**config.mk**
```make
export PLATFORM = sky130hd
export DESIGN_NAME = simon_sequencer_flat
export DESIGN_NICKNAME = d
export VERILOG_FILES = /design/src/rtl/simon_pkg.sv /design/src/rtl/simon_sequencer_if.sv /design/src/rtl/simon_phase_timer.sv /design/src/rtl/simon_sequencer.sv /design/src/flat_wrapper.sv
export SDC_FILE = /design/constraint.sdc
export NUM_CORES = 1
export LEC_CHECK = 0
export ABC_AREA = 1
export BUFFER_PORTS_ARGS = -buffer_cell sky130_fd_sc_hd__buf_4
export CORE_ASPECT_RATIO = 0.6
export CORE_UTILIZATION = 55
export DETAILED_ROUTE_END_ITERATION = 10
export HOLD_SLACK_MARGIN = 0.06
export PLACE_DENSITY = 0.78
export SLEW_MARGIN = 0
export SYNTH_ARGS = -nofsm -noshare
export SYNTH_HDL_FRONTEND = slang
export SYNTH_SLANG_ARGS = --single-unit
```
**constraint.sdc**
```tcl
create_clock -name clock -period 2.8 [get_ports clock]
set_input_delay 0.28 -clock clock [delete_from_list [all_inputs] [get_ports clock]]
set_output_delay 0.28 -clock clock [all_outputs]
set_load 0.01 [all_outputs]
```
**src/rtl/simon_pkg.sv**
```systemverilog
// Shared types and constants for the memory-game sequencer.
package simon_pkg;

  typedef enum logic [2:0] {
    IDLE,
    SHOW_ON,
    SHOW_GAP,
    WAIT_INPUT,
    FAILED,
    DONE
  } state_e;

  typedef logic [1:0] color_t;

  localparam color_t RED    = 2'd0;
  localparam color_t GREEN  = 2'd1;
  localparam color_t BLUE   = 2'd2;
  localparam color_t YELLOW = 2'd3;

  localparam int unsigned STAGE_W = 3;
  localparam int unsigned BTN_W   = 4;

  // Counter width for a value range; never narrower than one bit.
  function automatic int unsigned clog2_min1(input int unsigned v);
    return (v <= 1) ? 1 : $clog2(v);
  endfunction

  function automatic int unsigned max3(input int unsigned a, input int unsigned b,
                                       input int unsigned c);
    int unsigned m;
    m = (a > b) ? a : b;
    return (m > c) ? m : c;
  endfunction

endpackage

```
**src/rtl/simon_sequencer_if.sv**
```systemverilog
// Button/LED/status bundle between the game controller and its surroundings.
interface simon_sequencer_if;
  import simon_pkg::*;

  logic               start;
  color_t             rand_in;
  logic [BTN_W-1:0]   button_in;
  logic               led_on;
  color_t             led_color;
  logic [STAGE_W-1:0] stage_level;
  logic               stage_clear;
  logic               fail;
  logic               all_clear;
  logic               busy;

  // Environment side: supplies start, randomness and presses.
  modport master (
    output start, rand_in, button_in,
    input  led_on, led_color, stage_level, stage_clear, fail, all_clear, busy
  );

  // Controller side.
  modport slave (
    input  start, rand_in, button_in,
    output led_on, led_color, stage_level, stage_clear, fail, all_clear, busy
  );

endinterface

```
**src/rtl/simon_phase_timer.sv**
```systemverilog
// Loadable saturating down-counter; done_c_o is high while the count is zero.
module simon_phase_timer #(
  parameter int unsigned WIDTH = 8
) (
  input  logic             clock,
  input  logic             reset,
  input  logic             load_i,
  input  logic [WIDTH-1:0] load_val_i,
  output logic             done_c_o
);

  logic [WIDTH-1:0] cnt_q, cnt_d;

  // Reload on request, otherwise count down and rest at zero.
  always_comb begin
    cnt_d = cnt_q;
    if (load_i) begin
      cnt_d = load_val_i;
    end else if (cnt_q != '0) begin
      cnt_d = cnt_q - WIDTH'(1);
    end
  end

  // Count register, synchronous active-low reset.
  always_ff @(posedge clock) begin
    if (!reset) begin
      cnt_q <= '0;
    end else begin
      cnt_q <= cnt_d;
    end
  end

  assign done_c_o = (cnt_q == '0);

endmodule

```
**src/rtl/simon_sequencer.sv**
```systemverilog
// Memory-game flow controller: stores the pattern, plays it back, judges presses.
// Optional input timeout in WAIT_INPUT is built when SIMON_TIMEOUT_EN is defined.
module simon_sequencer
  import simon_pkg::*;
#(
  parameter int unsigned NUM_STAGES     = 5,
  parameter int unsigned SHOW_CYCLES    = 50_000_000,
  parameter int unsigned GAP_CYCLES     = 25_000_000,
  parameter int unsigned TIMEOUT_CYCLES = 500_000_000
) (
  input  logic             clock,
  input  logic             reset,
  simon_sequencer_if.slave bus
);

`ifdef SIMON_TIMEOUT_EN
  localparam bit TO_EN = 1'b1;
`else
  localparam bit TO_EN = 1'b0;
`endif

  localparam int unsigned IDX_W   = clog2_min1(NUM_STAGES);
  localparam int unsigned MAX_CYC = max3(SHOW_CYCLES, GAP_CYCLES, TO_EN ? TIMEOUT_CYCLES : 1);
  localparam int unsigned TMR_W   = clog2_min1(MAX_CYC);

  localparam logic [TMR_W-1:0] SHOW_LOAD = TMR_W'(SHOW_CYCLES - 1);
  localparam logic [TMR_W-1:0] GAP_LOAD  = TMR_W'(GAP_CYCLES - 1);
  localparam logic [TMR_W-1:0] WAIT_LOAD = TMR_W'(TO_EN ? TIMEOUT_CYCLES - 1 : 0);

  state_e             state_q, state_d;
  logic [STAGE_W-1:0] stage_q, stage_d;
  logic [IDX_W-1:0]   idx_q, idx_d;
  logic               led_on_q, led_on_d;
  color_t             led_color_q, led_color_d;
  logic               stage_clear_q, stage_clear_d;
  logic               fail_q, fail_d;
  logic               all_clear_q, all_clear_d;
  logic               busy_q, busy_d;

  color_t             pattern_q [NUM_STAGES];
  logic               pat_we;
  logic [IDX_W-1:0]   pat_waddr;

  logic               tmr_load;
  logic [TMR_W-1:0]   tmr_val;
  logic               tmr_done_c;

  logic [IDX_W-1:0]   idx_nxt;
  logic               idx_last;
  logic               press_ok;

  assign idx_nxt  = idx_q + IDX_W'(1);
  assign idx_last = (idx_q == IDX_W'(stage_q - STAGE_W'(1)));
  // Exactly the one bit matching the stored colour; multi-hot never matches.
  assign press_ok = (bus.button_in == (BTN_W'(1) << pattern_q[idx_q]));

  simon_phase_timer #(
    .WIDTH (TMR_W)
  ) u_timer (
    .clock      (clock),
    .reset      (reset),
    .load_i     (tmr_load),
    .load_val_i (tmr_val),
    .done_c_o   (tmr_done_c)
  );

  // Next-state, pattern write, timer control and next output values.
  always_comb begin
    state_d       = state_q;
    stage_d       = stage_q;
    idx_d         = idx_q;
    led_on_d      = 1'b0;
    led_color_d   = RED;
    stage_clear_d = 1'b0;
    fail_d        = 1'b0;
    pat_we        = 1'b0;
    pat_waddr     = '0;
    tmr_load      = 1'b0;
    tmr_val       = SHOW_LOAD;

    case (state_q)
      IDLE, FAILED, DONE: begin
        // Red fail indication stays on until the timer runs out.
        if (state_q == FAILED) begin
          led_on_d = led_on_q & ~tmr_done_c;
        end
        if (bus.start) begin
          pat_we      = 1'b1;
          pat_waddr   = '0;
          stage_d     = STAGE_W'(1);
          idx_d       = '0;
          state_d     = SHOW_ON;
          tmr_load    = 1'b1;
          tmr_val     = SHOW_LOAD;
          led_on_d    = 1'b1;
          led_color_d = bus.rand_in;
        end
      end

      SHOW_ON: begin
        led_on_d    = 1'b1;
        led_color_d = led_color_q;
        if (tmr_done_c) begin
          state_d     = SHOW_GAP;
          led_on_d    = 1'b0;
          led_color_d = RED;
          tmr_load    = 1'b1;
          tmr_val     = GAP_LOAD;
        end
      end

      SHOW_GAP: begin
        if (tmr_done_c) begin
          tmr_load = 1'b1;
          if (idx_last) begin
            idx_d   = '0;
            state_d = WAIT_INPUT;
            tmr_val = WAIT_LOAD;
          end else begin
            idx_d       = idx_nxt;
            state_d     = SHOW_ON;
            tmr_val     = SHOW_LOAD;
            led_on_d    = 1'b1;
            led_color_d = pattern_q[idx_nxt];
          end
        end
      end

      WAIT_INPUT: begin
        if (bus.button_in != '0) begin
          if (!press_ok) begin
            fail_d   = 1'b1;
            state_d  = FAILED;
            tmr_load = 1'b1;
            tmr_val  = SHOW_LOAD;
            led_on_d = 1'b1;
          end else if (!idx_last) begin
            idx_d    = idx_nxt;
            tmr_load = 1'b1;
            tmr_val  = WAIT_LOAD;
          end else begin
            stage_clear_d = 1'b1;
            if (stage_q == STAGE_W'(NUM_STAGES)) begin
              state_d = DONE;
            end else begin
              pat_we      = 1'b1;
              pat_waddr   = IDX_W'(stage_q);
              stage_d     = stage_q + STAGE_W'(1);
              idx_d       = '0;
              state_d     = SHOW_ON;
              tmr_load    = 1'b1;
              tmr_val     = SHOW_LOAD;
              led_on_d    = 1'b1;
              led_color_d = pattern_q[0];
            end
          end
        end
`ifdef SIMON_TIMEOUT_EN
        else if (tmr_done_c) begin
          fail_d   = 1'b1;
          state_d  = FAILED;
          tmr_load = 1'b1;
          tmr_val  = SHOW_LOAD;
          led_on_d = 1'b1;
        end
`endif
      end

      default: begin
        state_d = IDLE;
      end
    endcase

    all_clear_d = (state_d == DONE);
    busy_d      = !(state_d inside {IDLE, FAILED, DONE});
  end

  // Control state and registered outputs.
  always_ff @(posedge clock) begin
    if (!reset) begin
      state_q       <= IDLE;
      stage_q       <= '0;
      idx_q         <= '0;
      led_on_q      <= 1'b0;
      led_color_q   <= RED;
      stage_clear_q <= 1'b0;
      fail_q        <= 1'b0;
      all_clear_q   <= 1'b0;
      busy_q        <= 1'b0;
    end else begin
      state_q       <= state_d;
      stage_q       <= stage_d;
      idx_q         <= idx_d;
      led_on_q      <= led_on_d;
      led_color_q   <= led_color_d;
      stage_clear_q <= stage_clear_d;
      fail_q        <= fail_d;
      all_clear_q   <= all_clear_d;
      busy_q        <= busy_d;
    end
  end

  // Pattern storage; contents after reset are don't-care.
  always_ff @(posedge clock) begin
    if (pat_we) begin
      pattern_q[pat_waddr] <= bus.rand_in;
    end
  end

  assign bus.led_on      = led_on_q;
  assign bus.led_color   = led_color_q;
  assign bus.stage_level = stage_q;
  assign bus.stage_clear = stage_clear_q;
  assign bus.fail        = fail_q;
  assign bus.all_clear   = all_clear_q;
  assign bus.busy        = busy_q;

endmodule
```
**src/flat_wrapper.sv**
```systemverilog
// flat-port wrapper written by rule: the top's interface ports become plain ports
module simon_sequencer_flat import simon_pkg::*;
#(
  parameter int unsigned NUM_STAGES     = 5,
  parameter int unsigned SHOW_CYCLES    = 50_000_000,
  parameter int unsigned GAP_CYCLES     = 25_000_000,
  parameter int unsigned TIMEOUT_CYCLES = 500_000_000
)
  (clock, reset, bus_start, bus_rand_in, bus_button_in, bus_led_on, bus_led_color, bus_stage_level, bus_stage_clear, bus_fail, bus_all_clear, bus_busy);
  simon_sequencer_if bus_i ();
  input  logic clock;
  input  logic reset;
  input wire logic [$bits(bus_i.start)-1:0] bus_start;
  input wire logic [$bits(bus_i.rand_in)-1:0] bus_rand_in;
  input wire logic [$bits(bus_i.button_in)-1:0] bus_button_in;
  output wire logic [$bits(bus_i.led_on)-1:0] bus_led_on;
  output wire logic [$bits(bus_i.led_color)-1:0] bus_led_color;
  output wire logic [$bits(bus_i.stage_level)-1:0] bus_stage_level;
  output wire logic [$bits(bus_i.stage_clear)-1:0] bus_stage_clear;
  output wire logic [$bits(bus_i.fail)-1:0] bus_fail;
  output wire logic [$bits(bus_i.all_clear)-1:0] bus_all_clear;
  output wire logic [$bits(bus_i.busy)-1:0] bus_busy;
  assign bus_i.start = bus_start;
  assign bus_i.rand_in = bus_rand_in;
  assign bus_i.button_in = bus_button_in;
  assign bus_led_on = bus_i.led_on;
  assign bus_led_color = bus_i.led_color;
  assign bus_stage_level = bus_i.stage_level;
  assign bus_stage_clear = bus_i.stage_clear;
  assign bus_fail = bus_i.fail;
  assign bus_all_clear = bus_i.all_clear;
  assign bus_busy = bus_i.busy;
  simon_sequencer #(.NUM_STAGES(NUM_STAGES), .SHOW_CYCLES(SHOW_CYCLES), .GAP_CYCLES(GAP_CYCLES), .TIMEOUT_CYCLES(TIMEOUT_CYCLES)) u_core (.clock(clock), .reset(reset), .bus(bus_i));
endmodule
```
==> metrics.log, run 1 <==
INFO  metric status = completed
INFO  metric critical_path.slowest_cell = sky130_fd_sc_hd__dfxtp_1
INFO  metric start_util = 57.9%
INFO  metric final_net_count = 497
INFO  metric mappedNetlistArea = 3270 um2
INFO  metric vias = 3208
INFO  metric power_per_cell_area = 540 nW/um2
INFO  metric cts-root-buf = sky130_fd_sc_hd__clkbuf_8
INFO  metric cellLeakagePower = 1.59 nW
INFO  metric die_y = 61.7 um
INFO  metric grt_first_pass_wirelength = 13200 um
INFO  metric grt_overflow_total = 0
INFO  metric critical_path.max_fanout = 7
INFO  metric synth.top_cell.area_share = 27.5%
INFO  metric floorplan.io_pins = 19
INFO  metric grt_setup_unrepaired = false
INFO  metric routed_wire_length_per_instance = 15.0 um
INFO  metric post-synth-top-area-cell = sky130_fd_sc_hd__dfxtp_1
INFO  metric drive_gt1_share = 14.7%
INFO  metric postSynthNetCount = 476
INFO  metric main_combinational_cell_family_by_area_after_synthesis = simple AND/OR/NAND/NOR gates
INFO  metric slew_headroom = 60.5%
INFO  metric synth-compound-area-share = 9.22%
INFO  metric timing.max_cap.violations = 0
INFO  metric via_per_inst = 5.70
INFO  metric placeableCoreArea = 5650 um2
INFO  metric detailed_place_hpwl = 6490 um
INFO  metric critical_path_rt = 2800 ps
INFO  metric cells_taking_the_most_area_after_synthesis = sky130_fd_sc_hd__dfxtp_1 28%, sky130_fd_sc_hd__nand2_1 9.5%, sky130_fd_sc_hd__edfxtp_1 9.2%
INFO  metric ys_seq_area_share = 36.7%
INFO  metric post-layout-total-power = 1.94 mW
INFO  metric cpPeakStageDelay = 440 ps
INFO  metric grt_pass1_vias = 2567
INFO  metric detailedRoute.firstIterationViolations = 336
INFO  metric hold_path.class = input pin to flip-flop
INFO  metric postSynthCellCount = 462
INFO  metric fp.dieArea = 6270 um2
INFO  metric synth.ff_latch_count = 55
INFO  metric htreeDepth = 2
INFO  metric critical_path.startpoint_type = flip-flop
INFO  metric numPortBuffers = 18
INFO  metric timing_worst_setup_path_type = flip-flop to flip-flop
INFO  metric antennaDiodeCount = 0
INFO  metric worst_ep_arrival_time = 2620 ps
INFO  metric synthXorXnorAreaFrac = 5.89%
INFO  metric synth_simple_gate_area_share = 37.4%
INFO  metric final.period_utilization = 93.8%
INFO  metric setup-violations-final = 0
INFO  metric clock_tree_from_tritoncts = done
INFO  metric floorplan.rows = 21
INFO  metric clock_insertion_delay_worst_skew = 300 ps
INFO  metric finalSetupTns = 0 ps
INFO  metric clockBufferDepth = 2
INFO  metric yosysWarnings = 0
INFO  metric drtAntennaViolNets = 0
INFO  metric synth.mux.area_fraction = 0%
INFO  metric synthAdderAreaFrac = 1.91%
INFO  metric floorplan.die.width = 102 um
INFO  metric totalWireLength = 8450 um
INFO  metric slew_violations = 0
INFO  metric chain_of_cells_forming_the_critical_path = inv_1 > ha_1 > xnor2_1 > a21oi_1 > nand2_1 > inv_2 > nand2_1 > nor2_1 > nand3_1 > nor2_1 > nand2_1 > nor2_1
INFO  metric clkTransAtPathRegs = 100 ps
INFO  metric gp_congestion = 0.944
INFO  metric vdd.ir_drop.worst = 0.000420 V
INFO  metric finalHoldViolCount = 0
INFO  metric grt_start_max_net_pins = 24
INFO  metric track_usage = 28.2%
INFO  metric worstSetupEndpointType = flip-flop
INFO  metric numCtsBuffers = 5
INFO  metric areaGrowthSynthToFinish = 10.0%
INFO  metric clk_skew = 9.93 ps
INFO  metric final_period_minus_worst_setup_slack = 2630 ps
INFO  metric yosys.cell_types.count = 40
INFO  metric hold_ws = 210 ps
INFO  metric maxClockFrequency = 381 MHz
INFO  metric drc_errors = 0
INFO  metric avgSynthCellArea = 7.08 um2
INFO  metric clock_sinks = 55
INFO  metric worst_slew_pin_slew = 588 ps
INFO  metric grt_antenna_before_repair = 0
INFO  metric firstDrtPassIters = 4
## cell usage after synthesis, drive strengths merged
library cell and instances:
and3 1, a21oi 28, edfxtp 10, clkinv 2, nand3 33, a31oi 2
and2 2, nor3 10, a21boi 1, inv 60, a211oi 1, o21bai 2
ha 5, dfxtp 45, xor2 11, xnor2 11, nor2 73, o21ai 13
nor4 7, o22ai 1, o2111ai 4, nand4 34, nand3b 1, clkbuf 4
or2 2, buf 7, nand2 92
## where the power goes
group | internal, mW | switching (mW) | leakage, nW | total [mW]
combinational | 0.210 | 0.351 | 1.08 | 0.561
clock | 0.195 | 0.253 | 0.0470 | 0.448
sequential | 0.870 | 0.0633 | 0.461 | 0.933
total | 1.28 | 0.667 | 1.59 | 1.94
## state kept, by name, indices dropped and copies added (netlist names), named ones only
register                count
u_core.idx_q                3
u_core.bus.stage_level      3
u_core.bus.led_on           1
u_core.bus.busy             1
u_core.u_timer.cnt_q       26
u_core.bus.led_color        2
u_core.bus.stage_clear      1
u_core.bus.all_clear        1
u_core.pattern_q           10
u_core.state_q              3
u_core.bus.fail             1
## per-layer routing
layer / routed length [um] / GRT usage (%)
met3: 991 / 7.72
met1: 4340 / 46.6
met5: 0 / 0
met4: 51 / 5.38
met2: 3070 / 34.7
## area by class of cell
class	count	area (um2)
multi-input combinational	334	1790
clock buffer	6	82.6
fill	490	2050
timing repair buffer	25	188
sequential	55	1200
inverter	62	233
tap	80	100
clock inverter	1	5.00
## per-stage QoR
stage | utilization, % | setup WS (ps) | std cells | area, um2
4_1_cts | 63.5 | 116 | 563 | 3590
3_5_place_dp | 62.0 | 132 | 556 | 3500
2_1_floorplan | - | 368 | 462 | 3270
5_1_grt | 63.7 | 22.1 | 563 | 3600
3_3_place_gp | 62.0 | 172 | 556 | 3500
6_report | 63.7 | 173 | 563 | 3600
## cells in the final DEF, fill, tap and decap left out, types with 3 or more instances in the layout
| cell | n |
|---|---|
| sky130_fd_sc_hd__nand2_1 | 83 |
| sky130_fd_sc_hd__nor2_1 | 63 |
| sky130_fd_sc_hd__inv_1 | 53 |
| sky130_fd_sc_hd__dfxtp_1 | 44 |
| sky130_fd_sc_hd__nand4_1 | 32 |
| sky130_fd_sc_hd__nand3_1 | 30 |
| sky130_fd_sc_hd__a21oi_1 | 28 |
| sky130_fd_sc_hd__buf_4 | 25 |
| sky130_fd_sc_hd__xnor2_1 | 11 |
| sky130_fd_sc_hd__xor2_1 | 11 |
| sky130_fd_sc_hd__edfxtp_1 | 10 |
| sky130_fd_sc_hd__nor2_2 | 9 |
| sky130_fd_sc_hd__nor3_1 | 9 |
| sky130_fd_sc_hd__o21ai_0 | 9 |
| sky130_fd_sc_hd__nand2_2 | 8 |
| sky130_fd_sc_hd__inv_2 | 7 |
| sky130_fd_sc_hd__nor4_1 | 7 |
| sky130_fd_sc_hd__clkbuf_8 | 6 |
| sky130_fd_sc_hd__ha_1 | 5 |
| sky130_fd_sc_hd__o2111ai_1 | 4 |
| sky130_fd_sc_hd__o21ai_2 | 3 |
## worst max-delay path: cells and delay by family, from the launching register on
| family | cells | cell delay, ps |
|---|---|---|
| and+or+nand+nor | 7 | 1060 |
| DFF | 1 | 440 |
| adders and majority gates | 1 | 310 |
| buffers and inverters | 2 | 280 |
| xor gates and xnor gates | 1 | 130 |
| AOI/OAI and AO/OA | 1 | 120 |
## timing repair
item                                    4_1_cts  5_1_grt
gates resized for setup                       0        5
buffers inserted                              0        0
endpoints found under the setup margin        0       10
hold buffers                                  0        0
## path summary, 6_finish.rpt
| kind | start | to | slack, ps | depth (start not counted) |
|---|---|---|---|---|
| hold reg to reg | u_core.u_timer.cnt_q[0] | u_core.u_timer.cnt_q[0] | 540 | 4 |
| hold / removal | bus_rand_in[1] | u_core.pattern_q[4][1] | 210 | 1 |
| setup reg to reg | u_core.bus.stage_level[1] | u_core.pattern_q[2][1] | 170 | 12 |
| setup / recovery | u_core.bus.stage_level[1] | u_core.pattern_q[2][1] | 170 | 12 |
## cell families after synthesis
kind of cell / Yosys count
buffers and inverters: 73
DFF: 55
xor gates and xnor gates: 22
and+or+nand+nor: 255
adders and majority gates: 5
AOI/OAI and AO/OA: 52
Note: power is estimated with default switching activity, not from simulation.
==> run 2: changes to the inputs <==
- clock period: 2.8 -> 3.3 ns (I/O delays scaled with it)
==> run 2 against run 1 <==
Compared with the run above:
- routed wire length increased by 0.64%
- critical endpoint is now u_core.u_timer.cnt_q[0]
- critical path type unchanged
- final cell count decreased by 0.89%
- fmax decreased by 11%
- utilization decreased by 0.55 points
- clock skew increased by 0.73 ps
- combinational power decreased by 15%
- first-iteration DRC count increased by 11%
- flip-flop and latch count unchanged
- clock power decreased by 3%
- sequential power decreased by 15%
==> metrics.log, run 2 (synthesized netlist as in run 1, its figures left out) <==
INFO  metric drtAntennaViolNets = 0
INFO  metric critical_path.n_buffers_inverters = 2
INFO  metric cts-root-buf = sky130_fd_sc_hd__clkbuf_8
INFO  metric chain_of_cells_forming_the_critical_path = inv_1 > ha_1 > xnor2_1 > a21oi_1 > nand2_1 > nor2_1 > nand3_1 > nand2_2 > nand4_2 > nand2_2 > nand2_1 > nand2_1 > inv_1
INFO  metric clk_skew = 10.7 ps
INFO  metric ctsResizeCount = 0
INFO  metric final.period_utilization = 89.0%
INFO  metric power_per_cell_area = 478 nW/um2
INFO  metric track_usage = 29.1%
INFO  metric floorplan.rows = 21
INFO  metric routed_wire_length_per_instance = 15.2 um
INFO  metric timing_worst_setup_path_type = flip-flop to flip-flop
INFO  metric finalNonFillerCells = 558
INFO  metric numCtsBuffers = 5
INFO  metric numPortBuffers = 18
INFO  metric totalWireLength = 8500 um
INFO  metric hold_buffers = 0
INFO  metric critical_path.max_fanout = 23
INFO  metric fp.dieArea = 6270 um2
INFO  metric floorplan.die.width = 102 um
INFO  metric nFillCells = 521
INFO  metric clockBufferDepth = 2
INFO  metric worst_ep_arrival_time = 3180 ps
INFO  metric detailed_place_hpwl = 6340 um
INFO  metric regArea = 1200 um2
INFO  metric crit_family = simple AND/OR/NAND/NOR gates
INFO  metric path_common_cell = sky130_fd_sc_hd__nand2_1
INFO  metric seq_power_share = 46.4%
INFO  metric slew_headroom = 54.8%
INFO  metric rr_startpoint = u_core.bus.stage_level[0]
INFO  metric drive_gt1_share = 12.8%
INFO  metric setup-violations-final = 0
INFO  metric clock_power_share = 25.5%
INFO  metric grt_antenna_before_repair = 0
INFO  metric firstDrtPassIters = 5
INFO  metric gp_congestion = 0.936
INFO  metric die_y = 61.7 um
INFO  metric grt_pass1_vias = 2705
INFO  metric largest_register_ffs = 26
INFO  metric placeableCoreArea = 5650 um2
INFO  metric critical_path.startpoint_type = flip-flop
INFO  metric via_per_inst = 5.67
INFO  metric clkTransAtPathRegs = 110 ps
INFO  metric final_core_utilization = 63.1%
INFO  metric detailedRoute.firstIterationViolations = 373
INFO  metric status = completed
INFO  metric drc_errors = 0
INFO  metric power.switching = 0.593 mW
INFO  metric finalSetupTns = 0 ps
INFO  metric path_depth = 13
INFO  metric largest-register = u_core.u_timer.cnt_q
INFO  metric critical_path.slowest_cell = sky130_fd_sc_hd__dfxtp_1
INFO  metric final_net_count = 491
INFO  metric floorplan.io_pins = 19
INFO  metric cellLeakagePower = 1.57 nW
INFO  metric vias = 3165
INFO  metric antennaDiodeCount = 0
INFO  metric critical_path_rt = 3540 ps
INFO  metric final_period_minus_worst_setup_slack = 2940 ps
INFO  metric htreeDepth = 2
INFO  metric start_util = 57.9%
INFO  metric setup.reg_to_reg.worst_slack = 360 ps
INFO  metric grt_setup_unrepaired = false
INFO  metric vdd.ir_drop.worst = 0.000246 V
INFO  metric r2r_end = u_core.u_timer.cnt_q[0]
INFO  metric hold_path.class = input pin to flip-flop
INFO  metric clock_insertion_delay_worst_skew = 320 ps
INFO  metric final_common_cell = sky130_fd_sc_hd__nand2_1
INFO  metric areaGrowthSynthToFinish = 9.07%
INFO  metric power.switching_fraction = 34.8%
INFO  metric slew_violations = 0
INFO  metric timing.max_cap.violations = 0
INFO  metric multiInputGateArea = 1780 um2
INFO  metric worst_slew_pin_slew = 672 ps
INFO  metric grt_overflow_total = 0
INFO  metric dp.cells = 550
INFO  metric most-common-layout-cells = 83 x sky130_fd_sc_hd__nand2_1, 63 x sky130_fd_sc_hd__nor2_1, 55 x sky130_fd_sc_hd__inv_1, 45 x sky130_fd_sc_hd__dfxtp_1, 32 x sky130_fd_sc_hd__nand4_1
INFO  metric maxClockFrequency = 340 MHz
INFO  metric clock_tree_from_tritoncts = done
INFO  metric endpoint = u_core.u_timer.cnt_q[0]
INFO  metric worstSetupEndpointType = flip-flop
INFO  metric cpPeakStageDelay = 460 ps
INFO  metric postCtsSetupBuffers = 0
INFO  metric comb_power_share = 28.1%
INFO  metric internal_power = 1.11 mW
INFO  metric biggestRegsByFlops = u_core.u_timer.cnt_q: 26 flops, u_core.pattern_q: 10 flops
INFO  metric finalHoldViolCount = 0
INFO  metric worstSetupStartpoint = u_core.bus.stage_level[0]
INFO  metric clock_sinks = 55
INFO  metric grt_first_pass_wirelength = 13700 um
INFO  metric grt_start_max_net_pins = 24
INFO  metric reg2regPathDepth = 13
==> run 2: worst min-delay path by stage <==
stage	start	end	slack, ps	cells past startpoint
detailed placement	u_core.u_timer.cnt_q[0]	u_core.u_timer.cnt_q[0]	520	4
floorplan	bus_rand_in[0]	u_core.pattern_q[0][0]	430	0
finish	bus_rand_in[1]	u_core.pattern_q[0][1]	230	1
global placement	u_core.u_timer.cnt_q[0]	u_core.u_timer.cnt_q[0]	510	4
CTS	bus_rand_in[1]	u_core.pattern_q[0][1]	230	1
global route	bus_rand_in[0]	u_core.pattern_q[0][0]	230	1
==> run 2: worst register-to-register path, stage by stage (launching register included) <==
cell and delay [ps]:
sky130_fd_sc_hd__dfxtp_1 460, sky130_fd_sc_hd__inv_1 140, sky130_fd_sc_hd__ha_1 340, sky130_fd_sc_hd__xnor2_1 140, sky130_fd_sc_hd__a21oi_1 140, sky130_fd_sc_hd__nand2_1 220, sky130_fd_sc_hd__nor2_1 190, sky130_fd_sc_hd__nand3_1 120
sky130_fd_sc_hd__nand2_2 380, sky130_fd_sc_hd__nand4_2 220, sky130_fd_sc_hd__nand2_2 320, sky130_fd_sc_hd__nand2_1 80, sky130_fd_sc_hd__nand2_1 70, sky130_fd_sc_hd__inv_1 30
==> run 2: through the flow <==
step | worst slack (ps) | total power [mW] | cell area (um2) | hold slack, ps
floorplan | 868 | 1.16 | 3270 | 429
global placement | 569 | 1.26 | 3460 | 512
detailed placement | 470 | 1.27 | 3460 | 523
CTS | 398 | 1.70 | 3570 | 234
global route | 171 | 1.80 | 3570 | 226
finish | 362 | 1.71 | 3570 | 233
==> run 2: cell type report <==
type / instances / share of cell area [%]
repair buffers: 19 / 4.00
flip-flops and latches: 55 / 33.7
multi-input cells: 334 / 49.9
well taps: 80 / 2.81
clock buffers: 6 / 2.63
inverters: 62 / 6.52
clock inverters: 2 / 0.491
==> run 2: routing by layer <==
layer	global-route usage, %	wire (um)	part of all wire (%)
met4	6.63	70	0.82
met3	7.94	1130	13
met5	0	0	0
met2	36.4	3110	37
met1	47.2	4190	49
==> run 2: power by group through the flow <==
stage	clock (mW)	sequential [mW]	combinational [mW]
finish	0.435	0.792	0.479
global route	0.469	0.800	0.535
CTS	0.439	0.790	0.469
detailed placement	0	0.805	0.462
global placement	0	0.803	0.454
floorplan	0	0.794	0.365
==> run 3: changes to the inputs <==
- CTS_BUF_LIST: unset -> sky130_fd_sc_hd__clkbuf_8
- MAX_ROUTING_LAYER: unset -> met4
==> run 3 against run 2 <==
Compared with the run above:
- global-route usage increased by 0.89 points
- critical path depth decreased by 3
- sequential power about the same
- combinational power about the same
- via count increased by 0.73%
- count of clock-buffer cells in the layout decreased by 1
- routed wire length about the same
- worst setup slack improved by 23 ps
- clock skew increased by 1.4 ps
- die area unchanged
- sequential share of layout area increased by 0.24 points
- cell area decreased by 0.70%
- critical path type unchanged
- critical endpoint is now u_core.pattern_q[4][0]
==> metrics.log, run 3 (synthesized netlist as in run 1, its figures left out) <==
INFO  metric drive_gt1_share = 12.6%
INFO  metric path_common_cell = sky130_fd_sc_hd__nand2_1
INFO  metric chain_of_cells_forming_the_critical_path = inv_1 > ha_1 > xnor2_1 > a21oi_1 > nand2_1 > nor2_1 > nand3_1 > nand2_1 > o21ai_1 > nor3_1
INFO  metric multiInputGateArea = 1780 um2
INFO  metric dpl_worst_slack = 485 ps
INFO  metric clk_skew = 12.1 ps
INFO  metric floorplan.rows = 21
INFO  metric htreeDepth = 2
INFO  metric worst_ep_arrival_time = 2900 ps
INFO  metric internal_power = 1.06 mW
INFO  metric timing_worst_setup_path_type = flip-flop to flip-flop
INFO  metric final_common_cell = sky130_fd_sc_hd__nand2_1
INFO  metric grt_setup_unrepaired = false
INFO  metric floorplan.die.width = 102 um
INFO  metric cts-root-buf = sky130_fd_sc_hd__clkbuf_8
INFO  metric slew_headroom = 51.2%
INFO  metric numPortBuffers = 18
INFO  metric worstSetupEndpointType = flip-flop
INFO  metric fp.dieArea = 6270 um2
INFO  metric drc_errors = 0
INFO  metric grt_overflow_total = 0
INFO  metric grt_first_pass_wirelength = 13600 um
INFO  metric seq_power_share = 48.5%
INFO  metric power_per_cell_area = 461 nW/um2
INFO  metric grt_pass1_vias = 2710
INFO  metric slew_violations = 0
INFO  metric critical_path.max_fanout = 10
INFO  metric start_util = 57.9%
INFO  metric final.period_utilization = 88.3%
INFO  metric largest_register_ffs = 26
INFO  metric finalSetupTns = 0 ps
INFO  metric power.switching = 0.572 mW
INFO  metric detailedRoute.firstIterationViolations = 332
INFO  metric status = completed
INFO  metric hold_path.class = input pin to flip-flop
INFO  metric numCtsBuffers = 5
INFO  metric clkTransAtPathRegs = 100 ps
INFO  metric nFillCells = 520
INFO  metric vdd.ir_drop.worst = 0.000268 V
INFO  metric largest-register = u_core.u_timer.cnt_q
INFO  metric postCtsSetupBuffers = 0
INFO  metric die_y = 61.7 um
INFO  metric critical_path.slowest_cell = sky130_fd_sc_hd__dfxtp_1
INFO  metric comb_power_share = 29.1%
INFO  metric setup-violations-final = 0
INFO  metric layout_setup_ws = 385 ps
INFO  metric clock_power_share = 22.4%
INFO  metric most-common-layout-cells = 83 x sky130_fd_sc_hd__nand2_1, 63 x sky130_fd_sc_hd__nor2_1, 56 x sky130_fd_sc_hd__inv_1, 45 x sky130_fd_sc_hd__dfxtp_1, 32 x sky130_fd_sc_hd__nand4_1
INFO  metric maxClockFrequency = 343 MHz
INFO  metric clock_tree_from_tritoncts = done
INFO  metric power.switching_fraction = 35.0%
INFO  metric grt_start_max_net_pins = 24
INFO  metric final_core_utilization = 62.7%
INFO  metric antennaDiodeCount = 0
INFO  metric regArea = 1200 um2
INFO  metric firstDrtPassIters = 5
INFO  metric finalHoldViolCount = 0
INFO  metric track_usage = 30.0%
INFO  metric via_per_inst = 5.71
INFO  metric totalWireLength = 8510 um
INFO  metric vias = 3188
INFO  metric final_period_minus_worst_setup_slack = 2920 ps
INFO  metric routed_wire_length_per_instance = 15.2 um
INFO  metric critical_path_rt = 3280 ps
INFO  metric areaGrowthSynthToFinish = 8.30%
INFO  metric cellLeakagePower = 1.56 nW
INFO  metric grt_antenna_before_repair = 0
INFO  metric placeableCoreArea = 5650 um2
INFO  metric drtAntennaViolNets = 0
INFO  metric cpPeakStageDelay = 450 ps
INFO  metric clock_sinks = 55
INFO  metric hold_buffers = 0
INFO  metric final_net_count = 491
INFO  metric clock_insertion_delay_worst_skew = 320 ps
INFO  metric clockBufferDepth = 2
INFO  metric gp_congestion = 0.952
INFO  metric worst_slew_pin_slew = 725 ps
INFO  metric detailed_place_hpwl = 6460 um
INFO  metric ctsResizeCount = 0
INFO  metric floorplan.io_pins = 19
INFO  metric biggestRegsByFlops = u_core.u_timer.cnt_q: 26 flops, u_core.pattern_q: 10 flops
INFO  metric timing.max_cap.violations = 0
INFO  metric critical_path.startpoint_type = flip-flop
run 3: layout make-up:
class,count,share of cell area [%]
Multi-Input combinational cell,334,50.2
Sequential cell,55,33.9
Inverter,62,6.57
Timing Repair Buffer,19,4.03
Tap cell,80,2.83
Clock buffer,5,1.94
Clock inverter,3,0.495
run 3: through the flow:
stage          cell area, um2  power (mW)  hold WS [ps]  instances
2_1_floorplan            3270        1.16           429        462
3_3_place_gp             3460        1.26           513        550
3_5_place_dp             3460        1.27           528        550
4_1_cts                  3540        1.63           234        558
5_1_grt                  3540        1.74           218        558
6_report                 3540        1.63           237        558
run 3: power groups by stage:
stage               combinational (mW)  clock [mW]  sequential (mW)
finish                           0.476       0.365            0.791
global route                     0.531       0.408            0.798
CTS                              0.466       0.370            0.790
detailed placement               0.463           0            0.805
global placement                 0.453           0            0.803
floorplan                        0.365           0            0.794
run 3: per-layer routing:
metal / up-vias / global-route usage, % / wire [um]
li1: 1562 / - / -
met4: 0 / 6.00 / 75
met5: - / - / 0
met3: 12 / 10.6 / 1120
met1: 1435 / 45.1 / 4180
met2: 179 / 37.0 / 3130
run 3: worst paths after layout:
kind | to | startpoint | slack (ps) | depth (start not counted)
min | u_core.pattern_q[0][1] | bus_rand_in[1] | 240 | 1
max reg2reg | u_core.pattern_q[4][0] | u_core.bus.stage_level[0] | 380 | 10
min reg2reg | u_core.u_timer.cnt_q[0] | u_core.u_timer.cnt_q[0] | 540 | 4
max | u_core.pattern_q[4][0] | u_core.bus.stage_level[0] | 380 | 10
run 3: critical path, delay by kind of cell (launching register included):
kind | cells | cell delay, ps
and+or+nand+nor | 5 | 1240
DFF | 1 | 450
buffers and inverters | 1 | 140
AOI/OAI and AO/OA | 2 | 280
adders and majority gates | 1 | 350
xor gates and xnor gates | 1 | 130
